===== src/rtl/fsm_sup_pkg.sv =====
// Shared codes for the controller supervisor: phase and cause encodings,
// supervisor states and the upstream controller's legal output patterns.
package fsm_sup_pkg;

  typedef enum logic [2:0] {
    PH_IDLE    = 3'd0,
    PH_S1      = 3'd1,
    PH_S2      = 3'd2,
    PH_S3      = 3'd3,
    PH_ERROR   = 3'd4,
    PH_ILLEGAL = 3'd7
  } phase_e;

  typedef enum logic [1:0] {
    CAUSE_NONE    = 2'b00,
    CAUSE_RUN     = 2'b01,
    CAUSE_PATTERN = 2'b10,
    CAUSE_TRANS   = 2'b11
  } cause_e;

  typedef enum logic [1:0] {
    SUP_MON   = 2'd0,
    SUP_ALARM = 2'd1,
    SUP_FLUSH = 2'd2
  } sup_state_e;

  // Patterns are {err, n_o1, o2, o3, o4}
  localparam logic [4:0] PAT_IDLE  = 5'b01000;
  localparam logic [4:0] PAT_S1    = 5'b00100;
  localparam logic [4:0] PAT_S2    = 5'b01110;
  localparam logic [4:0] PAT_S3    = 5'b01001;
  localparam logic [4:0] PAT_ERROR = 5'b11000;

  localparam logic [3:0] RUN_MAX = 4'd15;

endpackage


===== src/rtl/fsm_sup_decode.sv =====
// Combinational pattern decode and legal-transition table for the
// supervised five-state controller.
module fsm_sup_decode
  import fsm_sup_pkg::*;
(
  input  logic [4:0] pat_i,
  input  phase_e     prev_i,
  output phase_e     cur_o,
  output logic       trans_ok_o
);

  // Map the raw output pattern onto a phase code
  always_comb begin
    cur_o = PH_ILLEGAL;
    case (pat_i)
      PAT_IDLE:  cur_o = PH_IDLE;
      PAT_S1:    cur_o = PH_S1;
      PAT_S2:    cur_o = PH_S2;
      PAT_S3:    cur_o = PH_S3;
      PAT_ERROR: cur_o = PH_ERROR;
      default:   cur_o = PH_ILLEGAL;
    endcase
  end

  // Allowed successors of each phase; anything touching ILLEGAL is rejected
  always_comb begin
    trans_ok_o = 1'b0;
    case (prev_i)
      PH_IDLE:  trans_ok_o = (cur_o inside {PH_IDLE, PH_S1, PH_S2, PH_ERROR});
      PH_S1:    trans_ok_o = (cur_o inside {PH_S1, PH_S2, PH_S3, PH_ERROR});
      PH_S2:    trans_ok_o = (cur_o inside {PH_S2, PH_S3, PH_ERROR});
      PH_S3:    trans_ok_o = (cur_o inside {PH_S3, PH_IDLE, PH_ERROR});
      PH_ERROR: trans_ok_o = (cur_o inside {PH_ERROR, PH_IDLE});
      default:  trans_ok_o = 1'b0;
    endcase
  end

endmodule


===== src/rtl/fsm_supervisor.sv =====
// Supervisor for an upstream five-state controller: samples its outputs,
// counts error episodes, raises alarms and requests a controller reset.
module fsm_supervisor
  import fsm_sup_pkg::*;
#(
  parameter int unsigned ERR_LIMIT = 4,
  parameter int unsigned CNT_W     = 8
) (
  input  logic             clk,
  input  logic             rst,
  input  logic             err,
  input  logic             n_o1,
  input  logic             o2,
  input  logic             o3,
  input  logic             o4,
  input  logic             ack,
  input  logic             clr,
  output logic [2:0]       phase,
  output logic             phase_valid,
  output logic [CNT_W-1:0] err_episodes,
  output logic             alarm,
  output logic [1:0]       alarm_cause,
  output logic             ctrl_rst_n
);

  localparam logic [3:0]       RUN_LIMIT = 4'(ERR_LIMIT);
  localparam logic [CNT_W-1:0] CNT_MAX   = {CNT_W{1'b1}};
  localparam logic [CNT_W-1:0] CNT_ONE   = {{(CNT_W-1){1'b0}}, 1'b1};

  logic [4:0]       pat_d, pat_q;
  phase_e           cur_phase, prev_d, prev_q;
  logic             trans_ok;
  logic             valid_d, valid_q, prev_valid_d, prev_valid_q;
  logic [3:0]       run_d, run_q;
  logic [CNT_W-1:0] cnt_d, cnt_q;
  sup_state_e       state_d, state_q;
  logic             flush_cnt_d, flush_cnt_q;
  cause_e           cause_d, cause_q;
  logic             alarm_d, alarm_q, ctrl_rst_n_d, ctrl_rst_n_q;
  logic             ill_pat, ill_trans, run_hit, entry;

  assign pat_d = {err, n_o1, o2, o3, o4};

  fsm_sup_decode u_decode (
    .pat_i      (pat_q),
    .prev_i     (prev_q),
    .cur_o      (cur_phase),
    .trans_ok_o (trans_ok)
  );

  // Per-sample bookkeeping; only samples flagged valid feed the checks
  always_comb begin
    run_d        = 4'd0;
    prev_d       = PH_IDLE;
    prev_valid_d = valid_q;
    entry        = 1'b0;
    cnt_d        = cnt_q;
    if (valid_q) begin
      prev_d = cur_phase;
      entry  = (cur_phase == PH_ERROR) && (prev_q != PH_ERROR);
      if (cur_phase == PH_ERROR) begin
        run_d = (run_q == RUN_MAX) ? RUN_MAX : run_q + 4'd1;
      end else begin
        run_d = 4'd0;
      end
    end else begin
      prev_d = PH_IDLE;
      run_d  = 4'd0;
    end
    if (clr) begin
      cnt_d = {CNT_W{1'b0}};
    end else if (entry && (cnt_q != CNT_MAX)) begin
      cnt_d = cnt_q + CNT_ONE;
    end else begin
      cnt_d = cnt_q;
    end
    ill_pat   = valid_q && (cur_phase == PH_ILLEGAL);
    ill_trans = valid_q && prev_valid_q && !trans_ok;
    run_hit   = valid_q && (run_d >= RUN_LIMIT);
  end

  // Supervisor next state, alarm cause and registered output values
  always_comb begin
    state_d     = state_q;
    flush_cnt_d = flush_cnt_q;
    cause_d     = cause_q;
    case (state_q)
      SUP_MON: begin
        if (ill_pat) begin
          state_d = SUP_ALARM;
          cause_d = CAUSE_PATTERN;
        end else if (ill_trans) begin
          state_d = SUP_ALARM;
          cause_d = CAUSE_TRANS;
        end else if (run_hit) begin
          state_d = SUP_ALARM;
          cause_d = CAUSE_RUN;
        end else begin
          state_d = SUP_MON;
        end
      end
      SUP_ALARM: begin
        if (ack) begin
          state_d     = SUP_FLUSH;
          flush_cnt_d = 1'b0;
          cause_d     = CAUSE_NONE;
        end else begin
          state_d = SUP_ALARM;
        end
      end
      SUP_FLUSH: begin
        cause_d = CAUSE_NONE;
        if (flush_cnt_q) begin
          state_d     = SUP_MON;
          flush_cnt_d = 1'b0;
        end else begin
          flush_cnt_d = 1'b1;
        end
      end
      default: begin
        state_d     = SUP_MON;
        flush_cnt_d = 1'b0;
        cause_d     = CAUSE_NONE;
      end
    endcase
    // The sample taken on the edge leaving FLUSH is still discarded
    valid_d      = (state_q != SUP_FLUSH) && (state_d != SUP_FLUSH);
    alarm_d      = (state_d == SUP_ALARM);
    ctrl_rst_n_d = (state_d != SUP_FLUSH);
  end

  // State and output registers
  always_ff @(posedge clk or negedge rst) begin
    if (!rst) begin
      pat_q        <= PAT_IDLE;
      prev_q       <= PH_IDLE;
      valid_q      <= 1'b0;
      prev_valid_q <= 1'b0;
      run_q        <= 4'd0;
      cnt_q        <= {CNT_W{1'b0}};
      state_q      <= SUP_MON;
      flush_cnt_q  <= 1'b0;
      cause_q      <= CAUSE_NONE;
      alarm_q      <= 1'b0;
      ctrl_rst_n_q <= 1'b1;
    end else begin
      pat_q        <= pat_d;
      prev_q       <= prev_d;
      valid_q      <= valid_d;
      prev_valid_q <= prev_valid_d;
      run_q        <= run_d;
      cnt_q        <= cnt_d;
      state_q      <= state_d;
      flush_cnt_q  <= flush_cnt_d;
      cause_q      <= cause_d;
      alarm_q      <= alarm_d;
      ctrl_rst_n_q <= ctrl_rst_n_d;
    end
  end

  assign phase        = cur_phase;
  assign phase_valid  = valid_q;
  assign err_episodes = cnt_q;
  assign alarm        = alarm_q;
  assign alarm_cause  = cause_q;
  assign ctrl_rst_n   = ctrl_rst_n_q;

endmodule


===== config.mk =====
export PLATFORM = sky130hd
export DESIGN_NAME = fsm_supervisor
export DESIGN_NICKNAME = d
export VERILOG_FILES = /design/src/rtl/fsm_sup_pkg.sv /design/src/rtl/fsm_sup_decode.sv /design/src/rtl/fsm_supervisor.sv
export SDC_FILE = /design/constraint.sdc
export NUM_CORES = 1
export LEC_CHECK = 0
export ABC_CLOCK_PERIOD_IN_PS = 6560
export BUFFER_PORTS_ARGS = -buffer_cell sky130_fd_sc_hd__buf_4
export CAP_MARGIN = 20
export CORE_ASPECT_RATIO = 0.9
export CORE_MARGIN = 10
export CORE_UTILIZATION = 50
export CTS_BUF_LIST = sky130_fd_sc_hd__clkbuf_2 sky130_fd_sc_hd__clkbuf_4 sky130_fd_sc_hd__clkbuf_8
export CTS_CLUSTER_SIZE = 28
export DETAILED_ROUTE_END_ITERATION = 10
export GPL_TIMING_DRIVEN = 0
export PLACE_DENSITY = 0.72
export SKIP_LAST_GASP = 1
export SLEW_MARGIN = 20
export SYNTH_ARGS = -nofsm -noshare
export SYNTH_HDL_FRONTEND = slang
export SYNTH_HIERARCHICAL = 1
export SYNTH_SLANG_ARGS = --single-unit

===== constraint.sdc =====
create_clock -name clk -period 6.56 [get_ports clk]
set_input_delay 1.312 -clock clk [delete_from_list [all_inputs] [get_ports clk]]
set_output_delay 1.312 -clock clk [all_outputs]
set_load 0.005 [all_outputs]

==> out/metrics.csv <==
metric,value,unit
Post-Syn Instances,145,
Crit Path Class,register to output pin,
Die W,76.4,um
cell chain of the critical path,clkbuf_1 > or3b_1 > a21oi_1 > o21bai_1 > buf_4,
first-pass GRT wire length,5.12,mm
largest net degree at the start of global routing,30,
Worst path slowest cell,or3b_1,
Routed wire per std cell,13.2,um
Final Hold Vio Count,0,
most frequent cells in the layout,"dfrtp_1 (27), buf_4 (23), a21oi_1 (15), nor2_1 (12), nand2_1 (11)",
Rel. slew slack,0.720,
fillers,240,
fin. max-slew vios,0,
CP required,5.25,ns
die footprint,5400,um^2
hold-fix buffers at CTS,0,
Synth area leaders,"dfrtp_1 (47%), a21oi_1 (5.2%), dfstp_2 (3.7%), nor2_1 (3.1%), nand2_1 (2.9%)",
cell area power density,277,nW/um^2
Tot Pwr,474,uW
GP Congestion,0.757,
grt ovf,0,
Clk Tree Root Cell,clkbuf_4,
worst-case vdd ir drop,222,uV
layout cell share with drive strength beyond 1,0.239,
Final period util,0.459,
Startpoint Class,register,
"commonest non-fill, non-tap cell in the layout",dfrtp_1,
initial antenna violation count,0,
#FFs+latches synth,29,
crit path launch,pat_q[0],
"Seq/Total Area, Yosys",0.509,
number of global-route vias before repair,1137,
Synth top area share,0.472,
synth unique cells,45,
post-route ant nets,0,
Via density,5.28,
outcome,"complete, no violations",
Final min period,3.01,ns
sum of buffers and inverters on the critical path,2,
end-of-flow core utilization,0.623,
total leakage power,0.000752,uW
R2R depth,10,
total wire length,2.85,mm
worst hold stages,0,
post-placement cell count,208,
Crit path largest cell delay,0.39,ns
Worst Min Path Start,phase_valid,
final setup fails,0,
# DRC,0,
average cell area after synthesis,9.86,um^2
core area,2750,um^2
post-CTS setup buffers,0,
clk sinks,29,
H-tree levels,2,
DR vias,1141,
post-synth top area cell,dfrtp_1,
Post-synth ARST share,1.00,
diodes inserted,0,
CP arrival,1.70,ns
DRT iter0 DRCs,58,
Die Y,70.7,um
net count after synthesis,156,
synthesized area,1430,um^2
Skew-Pair Late Insertion Delay,0.31,ns
Cell Rows,18,
I/O Buffers,23,
CTS Buf Count,5,
Initial Util,0.520,
main flop type after synthesis,dfrtp_1,
Area Overhead vs Synth,19.8,%
post-CTS sizing,0,
Tot GR Track Use,0.112,
Initial DRT Pass Iterations,4,
Clock Skews,0.00491,ns
CP Capture Type,output pin,
yosys warns,6,
Setup Total Neg Slack,0,ns
CTS tree,built,
RSZ-0062 raised after global routing,no,
placed wire-length estimate,2.17,mm
Final Non-Filler Cells,216,
CP Depth,5,
worst min path class,register to register,
Ports,25,
layout net count,186,
clock slew at reported path FFs,0.08,ns
Critical Path Fanout Max,9,
fmax,0.332,GHz
worst slew pin tran,0.416,ns
RR Startpoint,pat_q[3],
Max-Cap Viols,0,
CP top delay family,simple AND/OR/NAND/NOR gates,
clk buf depth,2,
Post-synth EDFFs,0,
[logic make-up (layout without fill, tap and decap cells)]
group / after synthesis / after routing / synth area share
multiplexers: 1 / 1 / 0.00700
flip-flops: 29 / 29 / 0.509
XOR/XNOR: 1 / 1 / 0.00613
AO/OA/AOI/OAI: 42 / 42 / 0.198
AND/OR/NAND/NOR: 59 / 59 / 0.227
adder cells (fa/ha/maj): 2 / 2 / 0.0175
buffers and inverters: 11 / 42 / 0.0350
[worst register-to-register path: stages (launching register included)]
cell      delay (ns)
dfstp_2         0.59
nand2b_1        0.06
buf_2           0.16
or3_1           0.33
a221oi_2        0.25
o22ai_1         0.15
a22oi_2         0.16
nand2b_1        0.12
a21boi_0        0.15
a21o_1          0.20
a31o_2          0.20
[through the flow]
stage | cell area [um^2] | worst slack, ns | hold slack, ns
after floorplan | 1430 | 4.13 | 0.438
after detailed placement | 1650 | 3.89 | 0.459
after global placement | 1650 | 3.90 | 0.452
final | 1710 | 3.55 | 0.471
after CTS | 1710 | 3.52 | 0.481
after global routing | 1710 | 3.37 | 0.515
[registers in the layout (all words and copies together) (netlist names)]
name and count:
ctrl_rst_n 1, prev_q 3, prev_valid_q 1, flush_cnt_q 1, state_q 2, pat_q 5
alarm 1, phase_valid 1, alarm_cause 2, err_episodes 8, run_q 4
[Yosys cell counts (all sizes together) (3+ instances only)]
cell type / count
nor2: 12
o21ai: 6
dfrtp: 27
and2: 5
nor3: 4
nand2: 11
nand2b: 3
o31ai: 3
a21oi: 15
or4: 3
inv: 6
nand3: 6
a21boi: 3
or3: 5
buf: 3
[report_power, final]
part	leakage, uW	total [uW]	internal, uW	switching (uW)
Combinational	0.000351	124	65.3	58.3
Clock	0.0000368	109	55.0	54.2
Sequential	0.000364	242	214	27.4
Total	0.000752	474	335	140
[worst paths after layout]
path / end / slack [ns]
max: phase[2] / 3.55
max in group asynchronous: pat_q[3] / 5.35
min in group asynchronous: err_episodes[5] / 0.90
max reg2reg: alarm_cause[1] / 4.10
min reg2reg: prev_valid_q / 0.47
min: prev_valid_q / 0.47
[layer usage]
metal / part of all wire / vias to the layer above / GRT usage / routed length, um
met2: 0.49 / 15 / 0.189 / 1400
met4: 0.013 / 0 / 0.0371 / 37
met5: 0 / - / 0 / 0
li1: - / 586 / - / -
met1: 0.45 / 535 / 0.129 / 1290
met3: 0.042 / 5 / 0.0442 / 119
[area by class of cell]
type / count / area, um^2 / share of cell area
multi-input combinational: 105 / 652 / 0.381
buffer: 5 / 27.5 / 0.0161
timing repair buffer: 23 / 173 / 0.101
tap: 40 / 50.0 / 0.0292
inverter: 6 / 22.5 / 0.0131
clock buffer: 8 / 60.1 / 0.0351
sequential: 29 / 728 / 0.425
Note: power is estimated with default switching activity, not from simulation.
